$ cat src/rtl/counter_drv_pkg.sv
// Shared types and constants for the counter stimulus sequencer and its command FIFO.
package counter_drv_pkg;

  typedef enum logic [1:0] {
    OP_LOAD = 2'b00,
    OP_UP   = 2'b01,
    OP_DOWN = 2'b10,
    OP_HOLD = 2'b11
  } op_e;

  typedef enum logic {
    IDLE  = 1'b0,
    DRIVE = 1'b1
  } state_e;

  typedef struct packed {
    op_e        op;
    logic [7:0] arg;
  } cmd_t;

  localparam logic       IDLE_LD_CNT_N  = 1'b1;
  localparam logic       IDLE_UPDN      = 1'b0;
  localparam logic       IDLE_COUNT_ENB = 1'b0;
  localparam logic [7:0] IDLE_DATA_IN   = 8'h00;

  // LOAD always lasts one cycle; a zero count means a full 256-cycle run.
  function automatic logic [8:0] cmd_cycles(input cmd_t c);
    if (c.op == OP_LOAD) return 9'd1;
    return (c.arg == 8'd0) ? 9'd256 : {1'b0, c.arg};
  endfunction

endpackage

$ cat src/rtl/cmd_fifo.sv
// Synchronous show-ahead FIFO of commands with registered full/empty flags.
module cmd_fifo
  import counter_drv_pkg::*;
#(
  parameter int DEPTH = 4
) (
  input  logic clk,
  input  logic rst_,
  input  logic push,
  input  cmd_t wr_data,
  input  logic pop,
  output cmd_t rd_data,
  output logic full,
  output logic empty
);

  localparam int AW = $clog2(DEPTH);

  cmd_t          mem [DEPTH];
  logic [AW-1:0] wr_ptr;
  logic [AW-1:0] rd_ptr;
  logic [AW:0]   count;
  logic [AW:0]   count_nxt;
  logic          do_push;
  logic          do_pop;

  // A full FIFO refuses a push even when it pops in the same cycle.
  assign do_push = push && !full;
  assign do_pop  = pop && !empty;
  assign rd_data = mem[rd_ptr];

  // NOTE: every variable gets a default first, so no path leaves one unassigned and no latch is inferred.
  always_comb begin
    count_nxt = count;
    case ({do_push, do_pop})
      2'b10:   count_nxt = count + 1'b1;
      2'b01:   count_nxt = count - 1'b1;
      default: count_nxt = count;
    endcase
  end

  // NOTE: non-blocking assignments so every flop samples pre-edge values regardless of statement order.
  always_ff @(posedge clk or negedge rst_) begin
    if (!rst_) begin
      wr_ptr <= '0;
      rd_ptr <= '0;
      count  <= '0;
      full   <= 1'b0;
      empty  <= 1'b1;
    end else begin
      if (do_push) wr_ptr <= wr_ptr + 1'b1;
      if (do_pop)  rd_ptr <= rd_ptr + 1'b1;
      count <= count_nxt;
      full  <= (count_nxt == (AW+1)'(DEPTH));
      empty <= (count_nxt == '0);
    end
  end

  // NOTE: payload storage is not reset; pointers and flags alone define validity, so it maps to plain storage.
  always_ff @(posedge clk) begin
    if (do_push) mem[wr_ptr] <= wr_data;
  end

endmodule

$ cat src/rtl/counter_drv_seq.sv
// Command-driven sequencer for the 8-bit up/down counter, with a cycle-accurate
// mirror of data_out and a sticky, saturating mismatch checker.
module counter_drv_seq
  import counter_drv_pkg::*;
#(
  parameter int FIFO_DEPTH = 4
) (
  input  logic       clk,
  input  logic       rst_,
  input  logic       cmd_valid,
  output logic       cmd_ready,
  input  logic [1:0] cmd_op,
  input  logic [7:0] cmd_arg,
  output logic       ld_cnt_,
  output logic       updn_cnt,
  output logic       count_enb,
  output logic [7:0] data_in,
  input  logic [7:0] data_out,
  output logic       busy,
  output logic       done,
  output logic [7:0] exp_out,
  output logic       mismatch,
  output logic [7:0] mismatch_cnt
);

  state_e     state;
  state_e     state_nxt;
  logic [8:0] rem;
  logic [8:0] rem_nxt;
  logic       ld_nxt;
  logic       updn_nxt;
  logic       enb_nxt;
  logic [7:0] din_nxt;
  logic       fifo_full;
  logic       fifo_empty;
  logic       last_cycle;
  logic       start;
  cmd_t       wr_cmd;
  cmd_t       head;

  assign wr_cmd = '{op: op_e'(cmd_op), arg: cmd_arg};

  cmd_fifo #(.DEPTH(FIFO_DEPTH)) u_fifo (
    .clk     (clk),
    .rst_    (rst_),
    .push    (cmd_valid),
    .wr_data (wr_cmd),
    .pop     (start),
    .rd_data (head),
    .full    (fifo_full),
    .empty   (fifo_empty)
  );

  assign cmd_ready  = !fifo_full;
  assign busy       = (state == DRIVE);
  assign last_cycle = (state == DRIVE) && (rem == 9'd1);
  // Popping on the last driven cycle chains queued commands without a gap.
  assign start      = !fifo_empty && ((state == IDLE) || last_cycle);

  always_comb begin
    state_nxt = state;
    rem_nxt   = rem;
    ld_nxt    = ld_cnt_;
    updn_nxt  = updn_cnt;
    enb_nxt   = count_enb;
    din_nxt   = data_in;
    if (start) begin
      state_nxt = DRIVE;
      rem_nxt   = cmd_cycles(head);
      ld_nxt    = IDLE_LD_CNT_N;
      updn_nxt  = IDLE_UPDN;
      enb_nxt   = IDLE_COUNT_ENB;
      din_nxt   = IDLE_DATA_IN;
      case (head.op)
        OP_LOAD: begin
          ld_nxt  = 1'b0;
          din_nxt = head.arg;
        end
        OP_UP: begin
          enb_nxt  = 1'b1;
          updn_nxt = 1'b1;
        end
        OP_DOWN: enb_nxt = 1'b1;
        default: ;
      endcase
    end else if (last_cycle) begin
      state_nxt = IDLE;
      ld_nxt    = IDLE_LD_CNT_N;
      updn_nxt  = IDLE_UPDN;
      enb_nxt   = IDLE_COUNT_ENB;
      din_nxt   = IDLE_DATA_IN;
    end else if (state == DRIVE) begin
      rem_nxt = rem - 9'd1;
    end
  end

  always_ff @(posedge clk or negedge rst_) begin
    if (!rst_) begin
      state     <= IDLE;
      rem       <= '0;
      ld_cnt_   <= IDLE_LD_CNT_N;
      updn_cnt  <= IDLE_UPDN;
      count_enb <= IDLE_COUNT_ENB;
      data_in   <= IDLE_DATA_IN;
      done      <= 1'b0;
    end else begin
      state     <= state_nxt;
      rem       <= rem_nxt;
      ld_cnt_   <= ld_nxt;
      updn_cnt  <= updn_nxt;
      count_enb <= enb_nxt;
      data_in   <= din_nxt;
      done      <= last_cycle;
    end
  end

  // Mirror of the counter and checker: both see the pre-edge controls and data_out.
  always_ff @(posedge clk or negedge rst_) begin
    if (!rst_) begin
      exp_out      <= 8'h00;
      mismatch     <= 1'b0;
      mismatch_cnt <= 8'h00;
    end else begin
      if (!ld_cnt_)       exp_out <= data_in;
      else if (count_enb) exp_out <= updn_cnt ? exp_out + 8'd1 : exp_out - 8'd1;
      if (data_out != exp_out) begin
        mismatch <= 1'b1;
        if (mismatch_cnt != 8'hFF) mismatch_cnt <= mismatch_cnt + 8'd1;
      end
    end
  end

endmodule

$ cat config.mk
export PLATFORM = sky130hd
export DESIGN_NAME = counter_drv_seq
export DESIGN_NICKNAME = d
export VERILOG_FILES = /design/src/rtl/counter_drv_pkg.sv /design/src/rtl/cmd_fifo.sv /design/src/rtl/counter_drv_seq.sv
export SDC_FILE = /design/constraint.sdc
export NUM_CORES = 1
export LEC_CHECK = 0
export ABC_AREA = 1
export BUFFER_PORTS_ARGS = -buffer_cell sky130_fd_sc_hd__buf_2
export CAP_MARGIN = 20
export CORE_UTILIZATION = 45
export DETAILED_ROUTE_END_ITERATION = 8
export PLACE_DENSITY = 0.71
export SYNTH_ARGS = -nofsm -noshare
export SYNTH_HDL_FRONTEND = slang
export SYNTH_SLANG_ARGS = --single-unit
$ cat constraint.sdc
create_clock -name clk -period 3.3 [get_ports clk]
set_clock_uncertainty 0.05 [all_clocks]
set_input_delay 0.66 -clock clk [delete_from_list [all_inputs] [get_ports clk]]
set_output_delay 0.66 -clock clk [all_outputs]
set_load 0.05 [all_outputs]
**After elaboration in Yosys (flattened, before gate mapping)**

Memories as Yosys holds them, arrays and structs flattened.
Cells that the tools add are included.

- Bits in registers: 48
- Memory bits (writable): 40
- Logic and storage cells: 76
- Memories: 1

Memory list:

| name | depth | bits a word | read ports | clocked after memory_dff | wr ports | line | text |
|---|---|---|---|---|---|---|---|
| u_fifo.mem | 4 | 10 | 1 | 0 | 1 | cmd_fifo.sv:19 | `cmd_t mem [DEPTH];` |

- $add $sub $neg: 8
- Eq/ne operators: 10
- Muxes and demuxes: 26
- Bitwise gates (word level): 1
- Reductions and logical operators: 15

Operators with widths:

| operator | number |
|---|---|
| 9-bit two-way mux | 6 |
| 8-bit two-way mux | 6 |
| 8-bit by 1-bit adder with 8-bit output (second input constant) | 2 |
| 1-bit two-way mux | 13 |
| 9-bit by 1-bit == test with 1-bit output (second input constant) | 1 |
| 9-bit by 1-bit subtractor with 9-bit output (second input constant) | 1 |
| 8-bit zero test | 1 |
| 8-bit != test | 1 |
| 8-bit != test (second input constant) | 1 |
| 8-bit by 1-bit subtractor with 8-bit output (second input constant) | 1 |
| 3-bit case mux with 2 select lines | 1 |
| 2-bit by 1-bit adder with 2-bit output (second input constant) | 2 |
| 2-bit by 1-bit == test with 1-bit output (second input constant) | 2 |
| 2-bit == test (second input constant) | 2 |
| 1-bit logical AND | 4 |
| 2-bit by 1-bit != test with 1-bit output (second input constant) | 2 |
| 2-bit AND reduction | 2 |
| 2-bit nonzero test | 2 |
| 3-bit by 1-bit adder with 3-bit output (second input constant) | 1 |
| 3-bit == test (second input constant) | 1 |
| 3-bit zero test | 1 |
| 3-bit by 1-bit subtractor with 3-bit output (second input constant) | 1 |
| 1-bit zero test | 2 |
| 2-bit zero test | 1 |
| other kinds (3) | 3 |

**Logic depth before layout (Yosys ltp)**

Gate-level depths: netlist of run 1.

- Word-level depth: 8
- Gate-level depth with buffers: 15
- Gate-level depth less buffers: 15

**Cells and area by module**

Synthesis of run 1 repeated with hierarchy kept, for this count alone.

- Cell total of the unflattened synthesis: 461
- Area total of the unflattened synthesis: 4384.2 µm²

Modules (own cells, without submodules):

| module | times used | cells an instance | area an instance (µm²) |
|---|---|---|---|
| counter_drv_seq | 1 | 307 | 2404.8 |
| cmd_fifo | 1 | 154 | 1979.4 |

**Worst setup path before layout of run 1**

OpenSTA, ideal clock, no wires.

- Path type: register -> register
- Start point: register rem[1]
- End point: register u_fifo.full
- Library setup time: 71 ps
- Data arrival time: 2326 ps
- Required time: 3179 ps
- Slack: 852 ps
- Stages on the path, launching flop included: 14
- Period minus slack after synthesis: 2448 ps
- Cells stage by stage: dfrtp_1 -> inv_1 -> ha_1 -> nand2_1 -> nor2_1 -> nand2_2 -> nand2_4 -> nand2_4 -> inv_4 -> ha_1 -> fa_1 -> mux2_2 -> or2_2 -> nor2_1

- Cells in the longest elaborated chain, start to end: 8

RTL lines:

| item | line | text |
|---|---|---|
| start, declared | counter_drv_seq.sv:28 | `logic [8:0] rem;` |
| start signal, assigned | counter_drv_seq.sv:108 | `rem <= rem_nxt;` |
| 9-bit by 1-bit == test with 1-bit output (*) | counter_drv_seq.sv:56 | `assign last_cycle = (state == DRIVE) && (rem == 9'd1);` |
| 1-bit logical AND (*) | counter_drv_seq.sv:56 |  |
| 1-bit logical OR (*) | counter_drv_seq.sv:58 | `assign start = !fifo_empty && ((state == IDLE) \|\| last_cycle);` |
| 1-bit logical AND (*) | counter_drv_seq.sv:58 |  |
| 1-bit logical AND (*) | cmd_fifo.sv:29 | `assign do_pop = pop && !empty;` |
| 2-bit by 1-bit == test with 1-bit output / 2-bit == test (equally long branches) | cmd_fifo.sv:35 | `case ({do_push, do_pop})` |
| 3-bit case mux with 2 select lines (*) | cmd_fifo.sv:35 |  |
| net u_fifo.count_nxt[1] | cmd_fifo.sv:23 | `logic [AW:0] count_nxt;` |
| 3-bit == test (*) | cmd_fifo.sv:54 | `full <= (count_nxt == (AW+1)'(DEPTH));` |
| end signal, assigned | cmd_fifo.sv:54 |  |
| end, declared | cmd_fifo.sv:13 | `output logic full,` |

The timed path passes the listed nets; every way through them passes the cells marked *.
A chain may end at the register's enable or synchronous reset.

**Worst setup path after layout of run 1**

Same ends and word-level chain as after synthesis.

==> qor.csv, run 1 <==
metric,value,unit
fin_nets,556,
rrSetupSlack,0.46,ns
port_buffers,51,
drtIter0Drc,128,
clock_path_buffers,2,
synth.avg_cell_area,9.56,um2
dp_hpwl,6180,um
crit_path_start_kind,flip-flop,
hold_buffers,0,
dieWidth,101,um
antenna_found_initial,0,
place.gp.congestion,0.869,
synth_cells,458,
clk_pin_slew,0.09,ns
gr-usage-met2,31.5,%
drc,0,
ys_warn_count,0,
grt_max_degree,49,
critPathMaxFanout,14,
drive_gt1_share,18.4,%
syn_area,0.00438,mm2
drt-total-wl,8690,um
post-route-period-util,86.0,%
die_area,0.0101,mm2
grtUsageMet3,3.68,%
synth_edf_count,40,
sw_frac_of_total,47.5,%
status,"complete, no violations",
pin_count,52,
synthFlopType,dfrtp_1,
max_slew_margin,63.9,%
min_path_type,input pin to asynchronous set/reset pin,
grt_busiest_layer,met2,
worst_pin_slew,0.539,ns
power.internal,2.65,mW
async_flop_share,54.5,%
ys_seq_area_share,54.9,%
chipHeight,101,um
seqPwrFrac,35.5,%
endpoint_kind,flip-flop,
post_cts_buffers,0,
critical_path_arrival,3.08,ns
slew_violations,0,
finalNonFillerCells,651,
root_buffer,clkbuf_8,
drt-wirelength-per-cell,13.4,um
grt_pass1_vias,3087,
grt_first_pass_wirelength,14400,um
synth_cell_types,39,
crit_type,flip-flop to flip-flop,
dr.pass1.iters,4,
cts_resized,0,
cts_tree,built,
period_minus_slack,2.84,ns
cts_buffers,9,
rsz0062_at_grt,false,
power_frac_comb,49.5,%
ys_ff_latch,88,
fp.coreArea,0.00933,mm2
tns,0,ns
peakVddDrop,0.000507,V
switching_power,2.40,mW
cp_data_required_time,3.54,ns
start_util,46.9,%
fmax,0.352,GHz
setup_violations,0,
track_usage,18.5,%
syn2layout_area_growth,13.8,%
viasPerCell,4.96,
synth_nets,497,
max_cap_violations,0,
diodes,0,
cts-htree-levels,3,
grt-ovfl-total,0,
num_rows,35,
p_per_area,1010,mW/mm2
p_leak,2.29,nW
dp_cells,634,
num_vias,3227,
use_met1,23.5,%
p_clk_share,15.0,%
antenna_left,0,
hold_viol,0,
clk_latency,0.36,ns
cts_sinks,88,
Yosys cell counts (2+ instances only):
master / n / area, um2
inv_1: 43 / 161
o21ai_1: 10 / 50.1
nand2_4: 3 / 33.8
dfrtp_1: 46 / 1150
o211ai_1: 8 / 60.1
dfstp_2: 2 / 52.6
nand4_1: 5 / 31.3
o21ai_2: 3 / 26.3
fa_1: 2 / 40.0
or2_2: 2 / 12.5
nand3_1: 40 / 200
nand2_2: 3 / 18.8
buf_4: 3 / 22.5
ha_1: 16 / 200
xnor2_1: 14 / 123
o21ai_0: 13 / 65.1
nand2_1: 131 / 492
edfxtp_1: 40 / 1200
nor3_1: 3 / 15.0
a21oi_1: 6 / 30.0
nor2_1: 32 / 120
nor2_4: 2 / 22.5
xor2_1: 8 / 70.1
buf_2: 4 / 20.0
inv_2: 5 / 18.8
cells in the final DEF, fill, tap and decap left out, types with 6 or more instances in the layout:
master	instances
o21ai_1	10
ha_1	16
o21ai_0	13
nor2_1	32
nand3_1	40
inv_1	43
o211ai_1	8
edfxtp_1	40
xnor2_1	14
a21oi_1	6
nand2_1	131
buf_2	51
dfrtp_1	46
xor2_1	8
clkbuf_8	9
area by class of cell:
cell class,count,area (um2)
Fill cell,848,4350
Sequential cell,88,2400
Multi-Input combinational cell,312,1710
Timing Repair Buffer,57,313
Inverter,49,186
Tap cell,129,161
Clock buffer,9,124
Clock inverter,7,77.6
registers in the layout, indices dropped and copies added (netlist names), 2 cells and up:
| signal | count |
|---|---|
| data_in | 8 |
| exp_out | 8 |
| mismatch_cnt | 8 |
| rem | 9 |
| u_fifo.count | 3 |
| u_fifo.mem | 40 |
| u_fifo.rd_ptr | 2 |
| u_fifo.wr_ptr | 2 |
path summary, 6_finish.rpt:
| path | end | cells after the start | from |
|---|---|---|---|
| setup / recovery | u_fifo.full | 13 | rem[1] |
| hold / removal | exp_out[3] | 1 | rst_ |
| setup reg to reg | u_fifo.full | 13 | rem[1] |
| hold reg to reg | mismatch | 1 | mismatch |
| max in group asynchronous | u_fifo.empty | 2 | rst_ |
| min in group clk | mismatch | 1 | mismatch |
layer usage:
metal  vias up  routed length, um
li1       1619                  -
met1      1501               3950
met2        93               4210
met3        14                416
met4         0                119
met5         -                  0
logic make-up (layout without fill, tap and decap cells):
logic type / after synthesis / count (layout) / synth area share, %
AND/OR/NAND/NOR: 224 / 224 / 22.4
flip-flops: 88 / 88 / 54.9
buffers and inverters: 58 / 122 / 5.95
AO/OA/AOI/OAI: 47 / 47 / 6.55
XOR/XNOR: 22 / 22 / 4.40
adder cells (fa/ha/maj): 18 / 18 / 5.49
multiplexers: 1 / 1 / 0.257
power by group through the flow:
| stage | clock [mW] | combinational (mW) | sequential (mW) |
|---|---|---|---|
| floorplan | 0 | 1.50 | 2.22 |
| global placement | 0 | 2.43 | 1.80 |
| detailed placement | 0 | 2.50 | 1.82 |
| CTS | 0.779 | 2.51 | 1.79 |
| global route | 0.818 | 2.80 | 1.84 |
| finish | 0.758 | 2.50 | 1.79 |
worst max-delay path, stage by stage (launching register included):
cell     delay (ns)
dfrtp_1        0.39
inv_1          0.11
ha_1           0.16
nand2_1        0.05
nor2_1         0.12
nand2_2        0.09
nand2_4        0.17
nand2_4        0.18
inv_4          0.15
ha_1           0.21
fa_1           0.42
mux2_2         0.28
or2_2          0.29
nor2_1         0.11
metrics by stage:
step / cell area (um2) / utilization [%] / total power [mW] / hold slack, ns / setup slack [ns]
2_1_floorplan: 4380 / - / 3.73 / 0.314 / 0.852
3_3_place_gp: 4760 / 51.0 / 4.22 / 0.395 / 0.567
3_5_place_dp: 4760 / 51.0 / 4.31 / 0.399 / 0.469
4_1_cts: 4960 / 53.2 / 5.08 / 0.420 / 0.437
5_1_grt: 4980 / 53.4 / 5.45 / 0.0941 / 0.250
6_report: 4980 / 53.4 / 5.05 / 0.102 / 0.462
No activity file was read; power rests on OpenSTA's default activity.
==> inputs of run 2 (changes only) <==
Settings changed: PLACE_DENSITY 0.71 to 0.74.
Clock period 3.3 ns to 2.3 ns, I/O delays scaled along.
==> run 2 against run 1 <==
  * The run now ends with setup timing left
  * Routed wire length up 1.2%
  * Combinational power up 53%
  * Non-clock buffer count up 18
  * Global-route usage up 0.17 points
  * Hold slack worse by 0.054 ns
  * Final cell count up 2.8%
  * Count of clock-buffer cells in the layout up 1
  * Register-to-register slack worse by 0.49 ns
  * Total power up 48%
  * Worst setup slack worse by 0.49 ns
  * Die area unchanged
  * Clock power up 42%
  * Critical path type unchanged
==> qor.csv, run 2 (same netlist as run 1, synthesis figures left out) <==
metric,value,unit
cp_data_required_time,2.56,ns
cts_tree,built,
drtIter0Drc,177,
dieWidth,101,um
crit_chain,ha_4 > nand2_2 > nor2_2 > nand2_2 > nand2_4 > nand2_8 > clkinv_8 > ha_4 > fa_1 > a21oi_1 > o21ai_0 > xor2_1 > buf_4 > nor2_2,
post-route-period-util,101,%
port_buffers,51,
dp_cells,647,
critPathBufInv,2,
top_regs,"u_fifo.mem x40, rem x9",
worst_pin_slew,0.606,ns
place.gp.congestion,0.884,
slowest_stage,dfrtp_1,
n_fill_cell,811,
setup_violations,2,
drc,0,
hold_viol,0,
critical_path_arrival,2.59,ns
num_vias,3357,
diodes,0,
track_usage,18.7,%
dp_hpwl,6320,um
grt_pass1_vias,3229,
grt_first_pass_wirelength,14700,um
crit_family,adder cells,
root_buffer,clkbuf_8,
endpoint_kind,flip-flop,
setup_slack,-0.0320,ns
fmax,0.429,GHz
min_path_type,input pin to asynchronous set/reset pin,
crit_type,flip-flop to flip-flop,
drive_gt1_share,23.0,%
chipHeight,101,um
antenna_found_initial,0,
p_leak,2.37,nW
grt-ovfl-total,0,
largest_register,u_fifo.mem,
critPathMaxFanout,3,
finalNonFillerCells,669,
slew_violations,0,
largest_reg_flops,40,
clk_pin_slew,0.09,ns
fp.coreArea,0.00933,mm2
clk_latency,0.36,ns
rsz0062_at_grt,true,
status,"complete, but fails checks",
die_area,0.0101,mm2
cts_buffers,9,
cts-htree-levels,3,
num_rows,35,
start_util,46.9,%
pin_count,52,
fin_nets,574,
cts_sinks,88,
dr.pass1.iters,4,
crit_path_start_kind,flip-flop,
hold-worst-slack,0.0474,ns
max_slew_margin,59.6,%
rrSetupSlack,-0.03,ns
grt_max_degree,26,
final_common_cell,nand2_1,
syn2layout_area_growth,18.2,%
cp_slowest_stage_delay,0.42,ns
final_cell_mix,"129 x nand2_1, 51 x buf_2, 45 x dfrtp_1, 41 x inv_1",
antenna_left,0,
drt-total-wl,8790,um
period_minus_slack,2.33,ns
viasPerCell,5.02,
violations,setup timing,
p_per_area,1440,mW/mm2
drt-wirelength-per-cell,13.1,um
max_cap_violations,0,
clock_path_buffers,2,
peakVddDrop,0.000584,V
[run 2: changes by cell type in the layout (fill, tap and decap cells not counted), sizes merged]
cell and change:
clkbuf +1, inv -2, clkinvlp +4, buf +18
clkinv -3
[run 2: area by class of cell]
class / count / area, um2 / area share, %
timing repair buffer: 75 / 448 / 8.66
multi-input combinational: 312 / 1760 / 34.1
tap: 129 / 161 / 3.12
sequential: 88 / 2410 / 46.5
inverter: 49 / 200 / 3.87
clock inverter: 6 / 67.6 / 1.31
clock buffer: 10 / 128 / 2.47
[run 2: final timing paths]
check	start	to	cells after the start
worst max-delay path	rem[0]	u_fifo.empty	14
worst min-delay path	rst_	exp_out[6]	1
worst max register to register	rem[0]	u_fifo.empty	14
worst min register to register	mismatch	mismatch	1
max in group asynchronous	rst_	u_fifo.empty	2
min in group clk	cmd_arg[1]	u_fifo.mem[3][1]	1
[run 2: what timing repair did]
action                     in CTS  in global routing
gates resized for setup         2                  4
hold buffers                    0                  0
setup endpoints to repair       2                  2
buffers inserted                1                  5
pin swaps                       0                  4
[run 2: through the flow]
stage,setup slack [ns],total power [mW],util [%],TNS (ns),cell area (um2)
floorplan,-0.00535,5.40,-,-0.00535,4430
finish,-0.0320,7.47,55.5,-0.0560,5170
detailed placement,-0.00742,6.32,52.7,-0.0108,4920
CTS,-0.00470,7.41,54.9,-0.00470,5120
global placement,0.0360,6.17,52.7,0,4920
global route,-0.153,8.05,55.5,-0.398,5170
[run 2: report_power, final]
group / total (mW) / internal, mW / switching [mW]
clock network: 1.08 / 0.507 / 0.571
logic: 3.83 / 1.29 / 2.54
registers: 2.55 / 2.16 / 0.394
[run 2: metal layers]
layer / vias up / routed length (um) / GRT usage, %
li1: 1659 / - / -
met1: 1582 / 3940 / 23.2
met2: 93 / 4230 / 31.2
met3: 23 / 409 / 4.16
met4: 0 / 210 / 8.81
met5: - / 0 / 0
[run 2: worst register-to-register path: cells and delay by family (launching register included)]
| family | cells | cell delay [ns] |
|---|---|---|
| fa+ha+maj | 3 | 0.70 |
| simple gates | 6 | 0.39 |
| buf+inv | 2 | 0.21 |
| flops | 1 | 0.42 |
| xor+xnor | 1 | 0.26 |
| compound gates | 2 | 0.25 |
